$ cat src/rtl/peasant_pkg.sv
// Shared types and default sizing for the peasant multiplier/accumulator chain.
package peasant_pkg;

  typedef enum logic [1:0] {IDLE, ACC, OUT} acc_state_t;

  localparam int N_DEF = 16;
  localparam int G_DEF = 4;
  localparam int L_DEF = 8;

  // Accumulator width: full product plus guard bits.
  function automatic int acc_width(input int n, input int g);
    return 2 * n + g;
  endfunction

endpackage

$ cat src/rtl/edge_det_r.sv
// Rising-edge detector on a level flag, with a configurable reset value for the history bit.
// Latency: rise_o is combinational from d_i against the registered previous level.
// Backpressure: none; an edge is reported for exactly one cycle.
module edge_det_r #(
  parameter logic RST_VAL = 1'b1
) (
  input  logic clk_i,
  input  logic rst_i,
  input  logic d_i,
  output logic rise_o
);

  logic d_q;

  always_ff @(posedge clk_i or negedge rst_i) begin
    if (!rst_i) d_q <= RST_VAL;
    else        d_q <= d_i;
  end

  assign rise_o = d_i & ~d_q;

endmodule

$ cat src/rtl/peasant_mac_acc.sv
// Accumulates len multiplier products (one per done-flag rising edge) and presents the sum.
// Latency: valid_o rises one cycle after the final flag edge (or after start with len 0).
// Backpressure: result held in OUT until ready_i; flag edges arriving meanwhile are dropped.
module peasant_mac_acc
  import peasant_pkg::*;
#(
  parameter int N = N_DEF,
  parameter int G = G_DEF,
  parameter int L = L_DEF,
  localparam int W = acc_width(N, G)
) (
  input  logic           clk_i,
  input  logic           rst_i,
  input  logic           start_i,
  input  logic [L-1:0]   len_i,
  input  logic           fl_i,
  input  logic [2*N-1:0] y_i,
  output logic [W-1:0]   sum_o,
  output logic           valid_o,
  input  logic           ready_i,
  output logic           ovf_o,
  output logic           busy_o,
  output logic [L-1:0]   cnt_o
);

  acc_state_t  state;
  logic [L-1:0] len_q;
  logic        prod_ev;
  logic        load;
  logic [W:0]  add_sum;
  logic [L-1:0] cnt_inc;

  // History resets high so a flag already asserted out of reset is not counted.
  edge_det_r #(.RST_VAL(1'b1)) u_fl_edge (
    .clk_i  (clk_i),
    .rst_i  (rst_i),
    .d_i    (fl_i),
    .rise_o (prod_ev)
  );

  assign load    = start_i & ((state == IDLE) | ((state == OUT) & ready_i));
  assign add_sum = {1'b0, sum_o} + {{(W + 1 - 2 * N){1'b0}}, y_i};
  assign cnt_inc = cnt_o + L'(1);

  always_ff @(posedge clk_i or negedge rst_i) begin
    if (!rst_i) begin
      state <= IDLE;
      sum_o <= '0;
      ovf_o <= 1'b0;
      cnt_o <= '0;
      len_q <= '0;
    end else if (load) begin
      len_q <= len_i;
      sum_o <= '0;
      cnt_o <= '0;
      ovf_o <= 1'b0;
      state <= (len_i == '0) ? OUT : ACC;
    end else begin
      case (state)
        ACC: begin
          if (prod_ev) begin
            sum_o <= add_sum[W-1:0];
            ovf_o <= ovf_o | add_sum[W];
            cnt_o <= cnt_inc;
            if (cnt_inc == len_q) state <= OUT;
          end
        end
        OUT: begin
          if (ready_i) state <= IDLE;
        end
        IDLE: state <= IDLE;
        default: state <= IDLE;
      endcase
    end
  end

  assign busy_o  = (state == ACC);
  assign valid_o = (state == OUT);

endmodule

$ cat config.mk
export PLATFORM = sky130hd
export DESIGN_NAME = peasant_mac_acc
export DESIGN_NICKNAME = d
export VERILOG_FILES = /design/src/rtl/peasant_pkg.sv /design/src/rtl/edge_det_r.sv /design/src/rtl/peasant_mac_acc.sv
export SDC_FILE = /design/constraint.sdc
export NUM_CORES = 1
export LEC_CHECK = 0
export ABC_AREA = 1
export ABC_CLOCK_PERIOD_IN_PS = 2470
export BUFFER_PORTS_ARGS = -buffer_cell sky130_fd_sc_hd__buf_2
export CORE_MARGIN = 2
export CORE_UTILIZATION = 36
export CTS_BUF_LIST = sky130_fd_sc_hd__clkbuf_4 sky130_fd_sc_hd__clkbuf_8
export CTS_CLUSTER_SIZE = 28
export DETAILED_ROUTE_END_ITERATION = 7
export PLACE_DENSITY = 0.61
export REMOVE_ABC_BUFFERS = 1
export SETUP_SLACK_MARGIN = 0.02
export SLEW_MARGIN = 0
export SYNTH_ARGS = -nofsm -noshare
export SYNTH_HDL_FRONTEND = slang
export SYNTH_SLANG_ARGS = --single-unit
$ cat constraint.sdc
create_clock -name clk_i -period 2.47 [get_ports clk_i]
set_input_delay 0.1235 -clock clk_i [delete_from_list [all_inputs] [get_ports clk_i]]
set_output_delay 0.1235 -clock clk_i [all_outputs]
set_load 0.01 [all_outputs]
==> results of run 1 <==
## stage by stage
step | cells | util | setup slack, ns | hold slack, ns | power [mW]
5_1_grt | 1053 | 0.435 | 0.0224 | 0.0689 | 6.28
3_5_place_dp | 1035 | 0.418 | 0.224 | 0.216 | 4.98
2_1_floorplan | 761 | - | 0.364 | -0.172 | 3.89
6_report | 1053 | 0.435 | 0.225 | 0.0312 | 5.66
3_3_place_gp | 1035 | 0.418 | 0.246 | 0.212 | 4.98
4_1_cts | 1053 | 0.434 | 0.199 | 0.0211 | 5.69
## routing by layer
metal	vias up	track usage	wire length, um
li1	2645	-	-
met1	2159	0.263	6330
met2	126	0.346	6460
met3	24	0.0417	879
met4	0	0.0809	345
met5	-	0	0
## worst min path at each step
stage / start / end / cells after the start
2_1_floorplan: rst_i / cnt_o[0]$_DFFE_PN0P_ / 0
3_3_place_gp: rst_i / sum_o[11]$_DFFE_PN0P_ / 1
3_5_place_dp: rst_i / sum_o[11]$_DFFE_PN0P_ / 1
4_1_cts: ready_i / state[1]$_DFFE_PN0P_ / 4
5_1_grt: ready_i / state[1]$_DFFE_PN0P_ / 4
6_report: ready_i / state[1]$_DFFE_PN0P_ / 4
## logic make-up after synthesis
| logic type | Yosys count | share of synthesized area |
|---|---|---|
| AOI/OAI and AO/OA | 93 | 0.107 |
| xor gates and xnor gates | 10 | 0.0183 |
| adders and majority gates | 34 | 0.0902 |
| buffers and inverters | 112 | 0.0902 |
| DFF | 56 | 0.292 |
| and+or+nand+nor | 465 | 0.402 |
## synth_stat cells
cell type / number
nand2_1: 304
inv_1: 100
nor2_1: 84
dfrtp_1: 55
nand3_1: 43
a21oi_1: 40
ha_1: 33
o21ai_0: 27
nand3b_1: 7
nor3_1: 6
o21ai_1: 6
o22ai_1: 6
xor2_1: 6
nor2_2: 5
buf_2: 4
nand3_2: 4
nand4_1: 4
o21bai_1: 4
o31ai_1: 4
xnor2_1: 4
clkbuf_1: 3
inv_2: 3
a21oi_2: 2
a22o_1: 2
buf_4: 2
nor3_2: 2
nor4_1: 2
dfstp_2: 1
fa_1: 1
nand2_2: 1
nor2_4: 1
nor2_8: 1
o21a_1: 1
o21ai_2: 1
or2_0: 1
## sequential cells by signal, indices dropped and copies added, names as in the netlist
name	cells
len_q	8
state	2
ovf_o	1
sum_o	36
u_fl_edge.d_q	1
cnt_o	8
## worst max-delay path, delay by kind of cell, from the launching register on
family                     cells  cell delay (ns)
adders and majority gates      2             0.60
DFF                            1             0.39
buffers and inverters          2             0.17
and+or+nand+nor               11             1.01
## power by group through the flow
stage / combinational, mW / sequential [mW] / clock [mW]
finish: 3.47 / 1.51 / 0.679
global route: 4.00 / 1.56 / 0.724
CTS: 3.48 / 1.51 / 0.694
detailed placement: 3.46 / 1.53 / 0
global placement: 3.45 / 1.52 / 0
floorplan: 2.29 / 1.60 / 0
## what timing repair did
item,in CTS,in global routing
hold buffers,10,0
endpoints found under the hold margin,36,0
resized for setup,0,1
setup endpoints to repair,0,2
## layout make-up
type                    instances  area, um^2  share of cell area
multi-input cells             602        2960               0.519
inverters                     103         387              0.0677
flip-flops and latches         56        1400               0.246
well taps                     176         220              0.0386
repair buffers                108         621               0.109
clock buffers                   6        76.3              0.0134
clock inverters                 2        38.8             0.00679
==> Flow_metrics.wiki, run 1 <==
{| class="wikitable"
! Metric !! Value
|-
| Library cell with the largest summed area after synthesis || dfrtp_1
|-
| Count of warnings emitted by yosys || 0
|-
| Cell Area, Synth || 4800 um^2
|-
| Site Rows || 42
|-
| Max-cap violation count || 0
|-
| Crit path max fanout || 4
|-
| Post-synthesis area per instance || 6.23 um^2
|-
| Crit path time final || 2.25 ns
|-
| Global router's overall resource usage || 0.207
|-
| Vias post-DR || 4954
|-
| Worst slew pin tran || 0.683 ns
|-
| Per-cell via count in the routed design || 4.70
|-
| Clock slew at reported path FFs || 0.10 ns
|-
| Clk sink count || 56
|-
| Number of buffers on the longest clock path || 2
|-
| Top-level port count || 92
|-
| Number of inserted filler cells in the final layout || 1468
|-
| Maximum clock skew at final layout || 0.0172 ns
|-
| Sequential Power Share || 0.266
|-
| Cell types with the largest area share after synthesis || dfrtp_1, nand2_1, ha_1, inv_1, nor2_1
|-
| Diodes inserted || 0
|-
| Number of port buffers || 91
|-
| Hpwl dp || 11.2 mm
|-
| Power Internal || 2.78 mW
|-
| Top cell by count, worst path || nand2_1
|-
| Final Cycle Share || 0.909
|-
| Worst setup endpoint || sum_o[32]$_DFFE_PN0P_
|-
| Number of global-route vias before repair || 4965
|-
| Element type at the critical path end || flip-flop
|-
| Setup repair after global routing missed its margin || no
|-
| Worst setup path startpoint || sum_o[0]$_DFFE_PN0P_
|-
| Antenna violations before repair || 0
|-
| Setup TNS || 0 ns
|-
| Fin nets || 955
|-
| Sequential share of the synthesized area || 0.292
|-
| Clock share of power || 0.120
|-
| Gate Count Post-Synth || 770
|-
| Combinational cell fraction of total power || 0.614
|-
| Maximum clock frequency || 445 MHz
|-
| Most used cells in the layout excluding fill and tap cells || nand2_1, inv_1, buf_2
|-
| CP max stage cell || dfrtp_1
|-
| Cell at the root of the clock tree || clkbuf_8
|-
| # H-tree levels || 2
|-
| TritonCTS clock tree || built
|-
| Pin count of the biggest net entering global routing || 30
|-
| Later-pin clock latency in the skew report || 0.35 ns
|-
| Post-CTS Setup Repair Bufs || 0
|-
| Number of endpoints failing setup at the final stage || 0
|-
| First-pass GRT wire length || 23.5 mm
|-
| Initial cell density of the core || 0.365
|-
| Max IR drop VDD || 0.000361 V
|-
| Share of layout cells above drive strength 1 || 0.146
|-
| Remaining max-slew budget at the tightest pin || 0.545
|-
| Most common cell after layout, fill and taps aside || nand2_1
|-
| Routed wire length || 14.0 mm
|-
| Data required time of the critical path || 2.71 ns
|-
| Unique cell type count in the Yosys netlist || 35
|-
| Result of the run || finished, final reports clean
|-
| Standard cell core area || 13100 um^2
|-
| Clock buffer count from CTS || 5
|-
| Category of the most critical setup path || reg -> reg
|-
| Area overhead of the layout relative to synthesis || 19.0%
|-
| DIE HEIGHT || 119 um
|-
| Number of pins with negative max-slew slack in the final report || 0
|-
| Length of the first detailed-routing pass in iterations || 8
|-
| Routability-driven placement congestion ratio || 0.947
|-
| Antenna-violating nets left || 0
|-
| Arrival @ worst endpoint || 2.49 ns
|-
| PwrDens || 991 nW/um^2
|-
| HP Class || in -> reg
|-
| Final non-filler cell area || 5710 um^2
|-
| Cells traversed along the worst timing path || ha_1, inv_1, fa_1, inv_1, nand3_1, nand3_2, nand2_1, nand2_1, nand2_1, nand2_1, nand2_1, nand2_1, nand3_1, nand2_1, nor2_1
|-
| Reg-to-reg critical path endpoint || sum_o[32]$_DFFE_PN0P_
|-
| Kind of launch point of the worst setup path || flip-flop
|-
| Crit-path max cell delay || 0.39 ns
|-
| Static Leakage || 3.29 nW
|-
| Switching power || 2.88 mW
|-
| Switching share of power || 0.509
|-
| Placed Area || 5490 um^2
|-
| DRC violation count after routing || 0
|-
| Aggregate global routing overflow || 0
|-
| Wire length per cell || 13.3 um
|-
| Logic depth of the worst register-to-register path || 15
|-
| Detailed router's first-iteration violation count || 300
|-
| Worst reg2reg startpoint || sum_o[0]$_DFFE_PN0P_
|-
| Die extent in x || 119 um
|-
| Count of state elements after synthesis || 56
|-
| Number of hold violations in the final report || 0
|-
| Slack of the worst reg-to-reg path || 0.22 ns
|-
| Die ar. || 14300 um^2
|-
| Share of Yosys cell area claimed by the top area cell type || 0.287
|}
Note: power is estimated with default switching activity, not from simulation.
==> run 2, diff against run 1 <==
- BUFFER_PORTS_ARGS: -buffer_cell sky130_fd_sc_hd__buf_2 -> -buffer_cell sky130_fd_sc_hd__buf_4
==> Flow_metrics.wiki, run 2 (synthesized netlist as in run 1, its figures left out) <==
{| class="wikitable"
! Metric !! Value
|-
| Result of the run || finished, final reports clean
|-
| Data required time of the critical path || 2.70 ns (about the same)
|-
| Wire length per cell || 13.4 um (+0.67%)
|-
| DIE HEIGHT || 119 um (unchanged)
|-
| Clock share of power || 0.098 (-0.022)
|-
| Maximum clock skew at final layout || 0.0112 ns (-0.00595 ns)
|-
| Largest registers || sum_o x36, cnt_o x8, len_q x8
|-
| Number of global-route vias before repair || 4788 (-3.6%)
|-
| Met2 WL post-DR || 6.62 mm (+2.4%)
|-
| Kind of launch point of the worst setup path || flip-flop
|-
| Routed wire length || 14.1 mm (+0.57%)
|-
| Standard cell core area || 13100 um^2 (unchanged)
|-
| Share of layout cells above drive strength 1 || 0.146 (+0.000167)
|-
| Max IR drop VDD || 0.000495 V (+37%)
|-
| Combinational cell fraction of total power || 0.635 (+0.021)
|-
| Routability-driven placement congestion ratio || 0.930 (-1.8%)
|-
| Hold_sp || ready_i
|-
| Later-pin clock latency in the skew report || 0.34 ns (about the same)
|-
| Setup slack after layout || 0.233 ns (+0.00805 ns)
|-
| Clock buffer count from CTS || 5 (unchanged)
|-
| Vias post-DR || 4979 (+0.50%)
|-
| Number of endpoints failing setup at the final stage || 0 (unchanged)
|-
| Worst slew pin tran || 0.761 ns (+0.0779 ns)
|-
| Slack of the worst reg-to-reg path || 0.23 ns (about the same)
|-
| Post-CTS Setup Repair Bufs || 0 (unchanged)
|-
| Number of buffers on the longest clock path || 2 (unchanged)
|-
| Pin count of the biggest net entering global routing || 57 (+90%)
|-
| Fin nets || 954 (-0.10%)
|-
| Arrival @ worst endpoint || 2.47 ns (-0.02 ns)
|-
| PwrDens || 969 nW/um^2 (-2.3%)
|-
| WHS Endpoint || state[1]$_DFFE_PN0P_
|-
| Antenna violations before repair || 0 (unchanged)
|-
| Detailed router's first-iteration violation count || 266 (-11%)
|-
| Global router's overall resource usage || 0.202 (-0.00478)
|-
| Diodes inserted || 0 (unchanged)
|-
| Static Leakage || 3.32 nW (+0.70%)
|-
| Antenna-violating nets left || 0 (unchanged)
|-
| Switching power || 2.89 mW (+0.48%)
|-
| Number of pins with negative max-slew slack in the final report || 0 (unchanged)
|-
| Area overhead of the layout relative to synthesis || 22.9%
|-
| Total power consumption of the routed design || 5.71 mW (+0.94%)
|-
| Number of inserted filler cells in the final layout || 1464 (-0.27%)
|-
| Per-cell via count in the routed design || 4.73 (+0.60%)
|-
| Clock slew at reported path FFs || 0.11 ns (about the same)
|-
| First-pass GRT wire length || 23.0 mm (-2.3%)
|-
| Power Internal || 2.82 mW (+1.4%)
|-
| Crit path time final || 2.24 ns (-0.00805 ns)
|-
| Place WS || 0.219 ns (-0.00493 ns)
|-
| Setup TNS || 0 ns (unchanged)
|-
| Sequential Power Share || 0.267 (about the same)
|-
| Cell at the root of the clock tree || clkbuf_8
|-
| Min-Delay Path Depth || 4 (unchanged)
|-
| Highest metal used || met4
|-
| Routed length on met3 || 714 um (-19%)
|-
| DRC violation count after routing || 0 (unchanged)
|-
| Setup repair after global routing missed its margin || no
|-
| Reg-to-reg critical path endpoint || sum_o[32]$_DFFE_PN0P_
|-
| Hpwl dp || 11.2 mm (+0.13%)
|-
| Most used cells in the layout excluding fill and tap cells || nand2_1, inv_1, buf_4
|-
| Clk sink count || 56 (unchanged)
|-
| Top-level port count || 92 (unchanged)
|-
| Length of the first detailed-routing pass in iterations || 4 (-4)
|-
| Element type at the critical path end || flip-flop
|-
| Die ar. || 14300 um^2 (unchanged)
|-
| Most common cell after layout, fill and taps aside || nand2_1
|-
| Met1 layer wirelength in the final routing || 6.48 mm (+2.4%)
|-
| Final Cycle Share || 0.906 (-0.00326)
|-
| Logic depth of the worst register-to-register path || 15 (unchanged)
|-
| HP Class || in -> reg
|-
| Register ranked first by flip-flop count || sum_o
|-
| Switching share of power || 0.507 (-0.00233)
|-
| Site Rows || 42 (unchanged)
|-
| Worst reg2reg startpoint || sum_o[0]$_DFFE_PN0P_
|-
| Category of the most critical setup path || reg -> reg
|-
| Remaining max-slew budget at the tightest pin || 0.493 (-0.0519)
|-
| Initial cell density of the core || 0.365 (unchanged)
|-
| Number of hold violations in the final report || 0 (unchanged)
|-
| Max-cap violation count || 0 (unchanged)
|-
| Aggregate global routing overflow || 0 (unchanged)
|-
| Crit path max fanout || 4 (unchanged)
|-
| Number of flip-flops under the largest register name || 36 (unchanged)
|-
| Maximum clock frequency || 447 MHz (+0.36%)
|-
| Number of port buffers || 91 (unchanged)
|-
| Die extent in x || 119 um (unchanged)
|-
| TritonCTS clock tree || built
|-
| # H-tree levels || 2 (unchanged)
|}
run 2: changes by cell type in the layout (fill, tap and decap cells not counted), sizes merged:
cell / change
clkinv: +2
buf: -1
bufinv: -1
clkbuf: -1
run 2: final cells by class:
cell class / count / area (um^2) / share of cell area
timing repair buffer: 107 / 828 / 0.140
clock inverter: 3 / 22.5 / 0.00382
sequential: 56 / 1400 / 0.238
inverter: 103 / 387 / 0.0656
multi-input combinational: 602 / 2970 / 0.503
clock buffer: 5 / 68.8 / 0.0117
tap: 176 / 220 / 0.0374
run 2: power groups by stage:
stage               registers, mW  clock network (mW)  logic [mW]
finish                       1.53               0.558        3.63
global route                 1.58               0.621        4.13
CTS                          1.53               0.591        3.64
detailed placement           1.54                   0        3.61
global placement             1.54                   0        3.60
floorplan                    1.60                   0        2.29
run 2: critical path, cell delays in order (launching register included):
cell,delay (ns)
dfrtp_1,0.39
ha_1,0.22
inv_1,0.07
fa_1,0.39
inv_1,0.10
nand3_1,0.08
nand3_2,0.10
nand2_1,0.06
nand2_1,0.12
nand2_1,0.09
nand2_2,0.13
nand2_1,0.07
nand2_1,0.12
nand3_1,0.08
nand2_1,0.06
nor2_1,0.04
run 2: layer usage:
layer  vias to the layer above  GRT usage
met5                         -          0
met1                      2226      0.256
met4                         0     0.0596
li1                       2647          -
met3                        18     0.0445
met2                        88      0.344
run 2: timing repair:
action	4_1_cts	5_1_grt
resized for setup	0	2
hold endpoints to repair	64	0
setup endpoints to repair	0	5
hold buffers	10	0
run 2: worst max path at each step:
| stage | start | depth (start not counted) | end | slack (ns) |
|---|---|---|---|---|
| after floorplan | u_fl_edge.d_q$_DFF_PN1_ | 7 | sum_o[32]$_DFFE_PN0P_ | 0.36 |
| after global placement | sum_o[0]$_DFFE_PN0P_ | 15 | sum_o[32]$_DFFE_PN0P_ | 0.26 |
| after detailed placement | sum_o[0]$_DFFE_PN0P_ | 15 | sum_o[30]$_DFFE_PN0P_ | 0.22 |
| after CTS | sum_o[0]$_DFFE_PN0P_ | 15 | sum_o[30]$_DFFE_PN0P_ | 0.18 |
| after global routing | sum_o[0]$_DFFE_PN0P_ | 15 | sum_o[18]$_DFFE_PN0P_ | 0.03 |
| final | sum_o[0]$_DFFE_PN0P_ | 15 | sum_o[32]$_DFFE_PN0P_ | 0.23 |
run 2: metrics by stage:
step | cells | utilization | hold WS (ns) | instance area (um^2)
after global placement | 1034 | 0.434 | 0.247 | 5700
after global routing | 1052 | 0.449 | 0.0572 | 5900
final | 1052 | 0.449 | 0.0443 | 5900
after detailed placement | 1034 | 0.434 | 0.242 | 5700
after CTS | 1052 | 0.448 | 0.0271 | 5890
after floorplan | 761 | - | -0.172 | 4750
